**src/rtl/ifu_fetch_if.sv**
```systemverilog
// Fetch-stage handshake bundle: imem request/response, decode handoff, next-PC input, fault status.
interface ifu_fetch_if;
  logic        imem_req_valid;
  logic [31:0] imem_req_addr;
  logic        imem_req_ready;
  logic        imem_rsp_valid;
  logic [31:0] imem_rsp_data;
  logic        imem_rsp_err;
  logic        inst_valid;
  logic [31:0] inst;
  logic [31:0] inst_pc;
  logic        inst_ready;
  logic        pc_next_valid;
  logic [31:0] pc_next;
  logic        fetch_fault;
  logic [1:0]  fault_cause;

  modport master (
    output imem_req_valid, imem_req_addr, inst_valid, inst, inst_pc, fetch_fault, fault_cause,
    input  imem_req_ready, imem_rsp_valid, imem_rsp_data, imem_rsp_err, inst_ready,
           pc_next_valid, pc_next
  );

  modport slave (
    input  imem_req_valid, imem_req_addr, inst_valid, inst, inst_pc, fetch_fault, fault_cause,
    output imem_req_ready, imem_rsp_valid, imem_rsp_data, imem_rsp_err, inst_ready,
           pc_next_valid, pc_next
  );
endinterface

```
**src/rtl/ifu_fetch.sv**
```systemverilog
// Multi-cycle fetch: >=2 cycles req->inst, holds request/inst stable under backpressure, sticky faults.
// Optional IFU_PERF_CNT_EN adds perf_fetch_cnt / perf_stall_cnt outputs.
module ifu_fetch #(
  parameter logic [31:0] RESET_PC = 32'h8000_0000,
  parameter logic [7:0]  TIMEOUT  = 8'd255
) (
  input  logic        clk,
  input  logic        rst,
  ifu_fetch_if.master bus
`ifdef IFU_PERF_CNT_EN
  ,
  output logic [31:0] perf_fetch_cnt,
  output logic [31:0] perf_stall_cnt
`endif
);

  localparam logic [2:0] S_REQ   = 3'd0;
  localparam logic [2:0] S_WAIT  = 3'd1;
  localparam logic [2:0] S_HOLD  = 3'd2;
  localparam logic [2:0] S_NEXT  = 3'd3;
  localparam logic [2:0] S_FAULT = 3'd4;

  logic [2:0]  state, state_nxt;
  logic [31:0] pc, inst_q, inst_pc_q;
  logic        req_valid_q, inst_valid_q, fault_q;
  logic [1:0]  cause_q, cause_nxt;
  logic [7:0]  cnt, cnt_inc;
  logic        req_fire, dec_fire, in_fetch, to_hit;
  logic        rsp_ok, rsp_bad, pc_take, pc_bad;

  assign bus.imem_req_valid = req_valid_q;
  assign bus.imem_req_addr  = pc;
  assign bus.inst_valid     = inst_valid_q;
  assign bus.inst           = inst_q;
  assign bus.inst_pc        = inst_pc_q;
  assign bus.fetch_fault    = fault_q;
  assign bus.fault_cause    = cause_q;

  assign req_fire = req_valid_q & bus.imem_req_ready;
  assign dec_fire = inst_valid_q & bus.inst_ready;
  assign in_fetch = (state == S_REQ) || (state == S_WAIT);
  assign cnt_inc  = (cnt == 8'hFF) ? cnt : cnt + 8'd1;
  assign to_hit   = in_fetch && (cnt_inc >= TIMEOUT);
  assign rsp_ok   = (state == S_WAIT) && bus.imem_rsp_valid && !bus.imem_rsp_err;
  assign rsp_bad  = (state == S_WAIT) && bus.imem_rsp_valid && bus.imem_rsp_err;
  assign pc_take  = bus.pc_next_valid && (((state == S_HOLD) && dec_fire) || (state == S_NEXT));
  assign pc_bad   = pc_take && (bus.pc_next[1:0] != 2'b00);

  always_comb begin
    state_nxt = state;
    cause_nxt = 2'b00;
    case (state)
      S_REQ:   if (req_fire) state_nxt = S_WAIT;
      S_WAIT:  if (rsp_ok) state_nxt = S_HOLD;
      S_HOLD:  if (dec_fire) state_nxt = pc_take ? S_REQ : S_NEXT;
      S_NEXT:  if (pc_take) state_nxt = S_REQ;
      default: state_nxt = S_FAULT;
    endcase
    // Fault overrides; bus error outranks a timeout landing in the same cycle.
    if (rsp_bad) begin
      state_nxt = S_FAULT;
      cause_nxt = 2'b01;
    end else if (to_hit) begin
      state_nxt = S_FAULT;
      cause_nxt = 2'b11;
    end else if (pc_bad) begin
      state_nxt = S_FAULT;
      cause_nxt = 2'b10;
    end
  end

  always_ff @(posedge clk or negedge rst) begin
    if (!rst) begin
      state        <= S_REQ;
      pc           <= RESET_PC;
      req_valid_q  <= 1'b0;
      inst_valid_q <= 1'b0;
      inst_q       <= 32'd0;
      inst_pc_q    <= 32'd0;
      fault_q      <= 1'b0;
      cause_q      <= 2'b00;
      cnt          <= 8'd0;
    end else begin
      state        <= state_nxt;
      req_valid_q  <= (state_nxt == S_REQ);
      inst_valid_q <= (state_nxt == S_HOLD);
      if ((state != S_FAULT) && (state_nxt == S_FAULT)) begin
        fault_q <= 1'b1;
        cause_q <= cause_nxt;
      end
      if ((state == S_WAIT) && (state_nxt == S_HOLD)) begin
        inst_q    <= bus.imem_rsp_data;
        inst_pc_q <= pc;
      end
      if ((state_nxt == S_REQ) && ((state == S_HOLD) || (state == S_NEXT))) begin
        pc <= bus.pc_next;
      end
      if (state_nxt == S_HOLD) begin
        cnt <= 8'd0;
      end else if (in_fetch) begin
        cnt <= cnt_inc;
      end
    end
  end

`ifdef IFU_PERF_CNT_EN
  always_ff @(posedge clk or negedge rst) begin
    if (!rst) begin
      perf_fetch_cnt <= 32'd0;
      perf_stall_cnt <= 32'd0;
    end else if (state != S_FAULT) begin
      if (dec_fire) perf_fetch_cnt <= perf_fetch_cnt + 32'd1;
      if (in_fetch) perf_stall_cnt <= perf_stall_cnt + 32'd1;
    end
  end
`endif

endmodule

```
**src/flat_wrapper.sv**
```systemverilog
// flat-port wrapper written by rule: the top's interface ports become plain ports
module ifu_fetch_flat 
#(
  parameter logic [31:0] RESET_PC = 32'h8000_0000,
  parameter logic [7:0]  TIMEOUT  = 8'd255
)
  (clk, rst, bus_imem_req_valid, bus_imem_req_addr, bus_inst_valid, bus_inst, bus_inst_pc, bus_fetch_fault, bus_fault_cause, bus_imem_req_ready, bus_imem_rsp_valid, bus_imem_rsp_data, bus_imem_rsp_err, bus_inst_ready, bus_pc_next_valid, bus_pc_next);
  ifu_fetch_if bus_i ();
  input  logic clk;
  input  logic rst;
  output wire logic [$bits(bus_i.imem_req_valid)-1:0] bus_imem_req_valid;
  output wire logic [$bits(bus_i.imem_req_addr)-1:0] bus_imem_req_addr;
  output wire logic [$bits(bus_i.inst_valid)-1:0] bus_inst_valid;
  output wire logic [$bits(bus_i.inst)-1:0] bus_inst;
  output wire logic [$bits(bus_i.inst_pc)-1:0] bus_inst_pc;
  output wire logic [$bits(bus_i.fetch_fault)-1:0] bus_fetch_fault;
  output wire logic [$bits(bus_i.fault_cause)-1:0] bus_fault_cause;
  input wire logic [$bits(bus_i.imem_req_ready)-1:0] bus_imem_req_ready;
  input wire logic [$bits(bus_i.imem_rsp_valid)-1:0] bus_imem_rsp_valid;
  input wire logic [$bits(bus_i.imem_rsp_data)-1:0] bus_imem_rsp_data;
  input wire logic [$bits(bus_i.imem_rsp_err)-1:0] bus_imem_rsp_err;
  input wire logic [$bits(bus_i.inst_ready)-1:0] bus_inst_ready;
  input wire logic [$bits(bus_i.pc_next_valid)-1:0] bus_pc_next_valid;
  input wire logic [$bits(bus_i.pc_next)-1:0] bus_pc_next;
  assign bus_imem_req_valid = bus_i.imem_req_valid;
  assign bus_imem_req_addr = bus_i.imem_req_addr;
  assign bus_inst_valid = bus_i.inst_valid;
  assign bus_inst = bus_i.inst;
  assign bus_inst_pc = bus_i.inst_pc;
  assign bus_fetch_fault = bus_i.fetch_fault;
  assign bus_fault_cause = bus_i.fault_cause;
  assign bus_i.imem_req_ready = bus_imem_req_ready;
  assign bus_i.imem_rsp_valid = bus_imem_rsp_valid;
  assign bus_i.imem_rsp_data = bus_imem_rsp_data;
  assign bus_i.imem_rsp_err = bus_imem_rsp_err;
  assign bus_i.inst_ready = bus_inst_ready;
  assign bus_i.pc_next_valid = bus_pc_next_valid;
  assign bus_i.pc_next = bus_pc_next;
  ifu_fetch #(.RESET_PC(RESET_PC), .TIMEOUT(TIMEOUT)) u_core (.clk(clk), .rst(rst), .bus(bus_i));
endmodule
```
**config.mk**
```make
export PLATFORM = sky130hd
export DESIGN_NAME = ifu_fetch_flat
export DESIGN_NICKNAME = d
export VERILOG_FILES = /design/src/rtl/ifu_fetch_if.sv /design/src/rtl/ifu_fetch.sv /design/src/flat_wrapper.sv
export SDC_FILE = /design/constraint.sdc
export NUM_CORES = 1
export LEC_CHECK = 0
export ABC_AREA = 1
export CORE_MARGIN = 1.5
export CORE_UTILIZATION = 42
export DETAILED_ROUTE_END_ITERATION = 7
export PLACE_DENSITY_LB_ADDON = 0.15
export SLEW_MARGIN = 20
export SYNTH_ARGS = -nofsm -noshare
export SYNTH_HDL_FRONTEND = slang
export SYNTH_SLANG_ARGS = --single-unit
```
**constraint.sdc**
```tcl
create_clock -name clk -period 1.85 [get_ports clk]
set_input_delay 0.37 -clock clk [delete_from_list [all_inputs] [get_ports clk]]
set_output_delay 0.37 -clock clk [all_outputs]
set_load 0.01 [all_outputs]
```
==> metrics.txt <==
status=complete, but fails checks; failing checks=negative setup slack; min Tclk post-route=2.26 ns; endpoints failing setup=111; combinational share of power=0.049; row cnt=41; Setup Skew=0.00957 ns; die area=around 13000 um^2; largest area contributor in the netlist=dfrtp_1; sum of negative setup slack=-36.86 ns; Inserted Clock Buffers=9; Final WS setup=-0.408 ns; Synth cell types=31; family with the most delay on the worst path=simple AND/OR/NAND/NOR gates; DRT antenna net count=0; CP max stage cell=dfrtp_1; RSZ-0062 raised after global routing=yes; part of the cycle the worst path needs=1.22; Seq cells post-synth=112; GRT Util Overall=0.222; largest net degree at the start of global routing=36; warnings from Yosys=0; Root Driver=clkbuf_16; Arr. time, crit path=2.49 ns; Power Density=524 nW/um^2; drt drc=0; Fillers=a little over 1000; WP buf/inv=5; Synth area leaders=dfrtp_1 (52%), nand2_1 (16%), nand3_2 (9.5%); P_int=3.51 mW; sequential fraction of the synthesis area=0.524; Seq pwr share=0.545; worst hold path type=flop to flop; grt met3 use=0.0350; max-cap check violation count=0; multi-input logic area=between 2000 and 3000 um^2; worst-path fanout max=28; Clk pwr share=0.406; Net Switching=980 uW; CTS tree=yes; share of cells above drive strength 1=0.316; Ports=~170; syn nets=657; ANT cells=0; Longest Clk Path Bufs=2; startpoint of the worst register-to-register path=u_core.cnt[1]$_DFFE_PN0P_; 1st-iter DRT viols=roughly 290; critical path launch point=u_core.cnt[1]$_DFFE_PN0P_; Worst setup SP type=flop; fin nets=between 800 and 900; critical path class=flop to flop; die height=roughly 120 um; crit-path max cell delay=around 0.4 ns; VDD IR max=0.338 mV; RD Place Congestion=0.878; Leak Pwr=4.03 nW; Worst-Margin Slew=0.594 ns; GR Util met1=0.297; relative slew slack=0.604; grt ovf=0; initial antenna violation count=0; Syn Area/Cell=9.15 um^2; Initial Utilization=0.428; switching share of power=0.218; routed vias/inst=approximately 5; ordered list of cells on the worst path=buf_6 -> nand2_2 -> nor2_4 -> nand2_1 -> nand2_1 -> nand2_2 -> inv_2 -> nor2_4 -> nand2_2 -> nor2_4 -> buf_6 -> nor2_4 -> nand2_8 -> inv_16 -> nand2_8 -> buf_12 -> nand2_1 -> nand2_1; DR vias=4890; vias in the first global route=4656; Achievable Freq=443 MHz; synthesized instance count=585; IO buf count=171; Min Hold Slack=approximately 0.47 ns; CORE AREA=about 13000 um^2; DP HPWL=10200 um; Chip Width=116 um; Clock Pin Slew Worst Setup and Hold Paths=0.07 ns; GR Util met2=0.358; Finished Layout Cells=979; worst skew pair latency=0.35 ns; Routed WL per cell=16.4 um; register area=2810 um^2; placed cell count=~940; Num Clock Sinks=112; Pwr Total=4.49 mW; HP Start=u_core.bus.inst[15]$_DFFE_PN0P_; CP required=~2.1 ns; Mapped Area=~5400 um^2; Total Wirelength=16000 um; CTS H-tree depth=3; Synth-to-Final Area Change=60.1%; Final Slew Violations=0; first-pass GRT wire length=23000 um; top cell type's share of synthesized area=0.519; busiest metal layer after global routing=met2; number of optimization iterations in the first detailed-route pass=4; crit path capture type=flop; Final Hold Fails=0
[repair_timing]
action | 4_1_cts | 5_1_grt
setup buffers | 5 | 10
endpoints found under the hold margin | 27 | 0
cloned | 3 | 6
resized for setup | 26 | 127
pin swaps | 1 | 15
endpoints found under the setup margin | 110 | 111
hold buffers | 1 | 0
[layout make-up]
| type | count | area share |
|---|---|---|
| clock buffer | 10 | 0.0267 |
| clock inverter | 6 | 0.00511 |
| timing repair buffer | 238 | 0.292 |
| sequential | 112 | 0.327 |
| multi-input combinational | 404 | 0.304 |
| inverter | 37 | 0.0197 |
| tap | 172 | 0.0251 |
[synthesized netlist by cell type]
master    instances
ha_1              1
nand3_2          51
inv_1            30
inv_6             1
nand4_1          31
buf_2            14
o211ai_1          8
dfstp_2           1
nor3_2            1
nor3_1            1
buf_4             5
nor2_4            3
nand2_4           1
nor2_2            5
buf_6             3
nand2_1         233
o21ai_2           2
nor2_1           15
nand3b_1          1
a21oi_1           3
nand2_2           6
nand3_1          32
clkbuf_1          5
nand2_8           2
nand3_4           1
buf_12            6
dfrtp_1         111
o21bai_1          1
inv_2             6
o21ai_1           1
o21ai_0           4
[registers in the layout, indices dropped and copies added (netlist names)]
name	flops
u_core.bus.imem_req_addr	32
u_core.bus.inst	32
u_core.bus.inst_pc	32
u_core.cnt	8
u_core.state	3
u_core.bus.fault_cause	2
u_core.bus.fetch_fault	1
u_core.bus.imem_req_valid	1
u_core.bus.inst_valid	1
[per-stage QoR]
stage	utilization	cell area, um^2	setup WS, ns
final	0.685	8570	-0.408
after global routing	0.685	8570	-0.532
after CTS	0.632	7920	-0.297
after detailed placement	0.594	7430	-0.376
after global placement	0.594	7430	-0.309
after floorplan	-	5370	-0.189
[layout by cell type, fill, tap and decap left out, types with 2 or more instances in the layout]
| master | count |
|---|---|
| nand3_1 | 26 |
| clkinv_2 | 4 |
| dfrtp_2 | 2 |
| clkdlybuf4s50_1 | 169 |
| o21ai_0 | 4 |
| nand2_4 | 29 |
| inv_8 | 2 |
| buf_12 | 6 |
| dfrtp_1 | 109 |
| nand2_1 | 163 |
| buf_6 | 6 |
| nor2_2 | 8 |
| o211ai_1 | 8 |
| nor2_1 | 6 |
| buf_4 | 45 |
| inv_1 | 28 |
| nand2_8 | 4 |
| o21ai_2 | 2 |
| nand3_4 | 3 |
| buf_16 | 4 |
| nand3_2 | 55 |
| nand4_1 | 31 |
| a21oi_1 | 3 |
| inv_2 | 5 |
| clkinv_4 | 2 |
| nor2_4 | 9 |
| nand2_2 | 47 |
| clkbuf_16 | 15 |
[routing by layer]
| layer | wire length, um | vias up |
|---|---|---|
| met3 | 844 | 23 |
| li1 | - | 2334 |
| met2 | 7950 | 158 |
| met1 | 6900 | 2375 |
| met4 | 324 | 0 |
| met5 | 0 | - |
[cell families after synthesis]
group | share of synthesized area
AO/OA/AOI/OAI | 0.0234
adder cells (fa/ha/maj) | 0.00234
buffers and inverters | 0.0792
flip-flops | 0.524
AND/OR/NAND/NOR | 0.371
[final timing paths]
kind,end,slack (ns),cells after the start
max in group asynchronous,u_core.bus.inst[29]$_DFFE_PN0P_,0.68,3
worst min-delay path,u_core.bus.inst[15]$_DFFE_PN0P_,0.47,2
worst max register to register,u_core.bus.inst[29]$_DFFE_PN0P_,-0.41,18
worst max-delay path,u_core.bus.inst[29]$_DFFE_PN0P_,-0.41,18
min in group asynchronous,u_core.bus.inst[20]$_DFFE_PN0P_,0.52,2
worst min register to register,u_core.bus.inst[15]$_DFFE_PN0P_,0.47,2
[power groups by stage]
stage | Combinational [mW] | Clock (mW) | Sequential [mW]
floorplan | 0.00194 | 0 | 2.50
global placement | 0.220 | 0 | 2.49
detailed placement | 0.221 | 0 | 2.49
CTS | 0.224 | 1.86 | 2.45
global route | 0.239 | 1.97 | 2.45
finish | 0.220 | 1.82 | 2.45
[worst register-to-register path: stages (launching register included)]
cell     delay [ns]
dfrtp_1        0.40
buf_6          0.14
nand2_2        0.06
nor2_4         0.20
nand2_1        0.09
nand2_1        0.07
nand2_2        0.06
inv_2          0.08
nor2_4         0.04
nand2_2        0.07
nor2_4         0.05
buf_6          0.11
nor2_4         0.15
nand2_8        0.10
inv_16         0.11
nand2_8        0.09
buf_12         0.17
nand2_1        0.09
nand2_1        0.06
(Power assumes the default switching activity.)
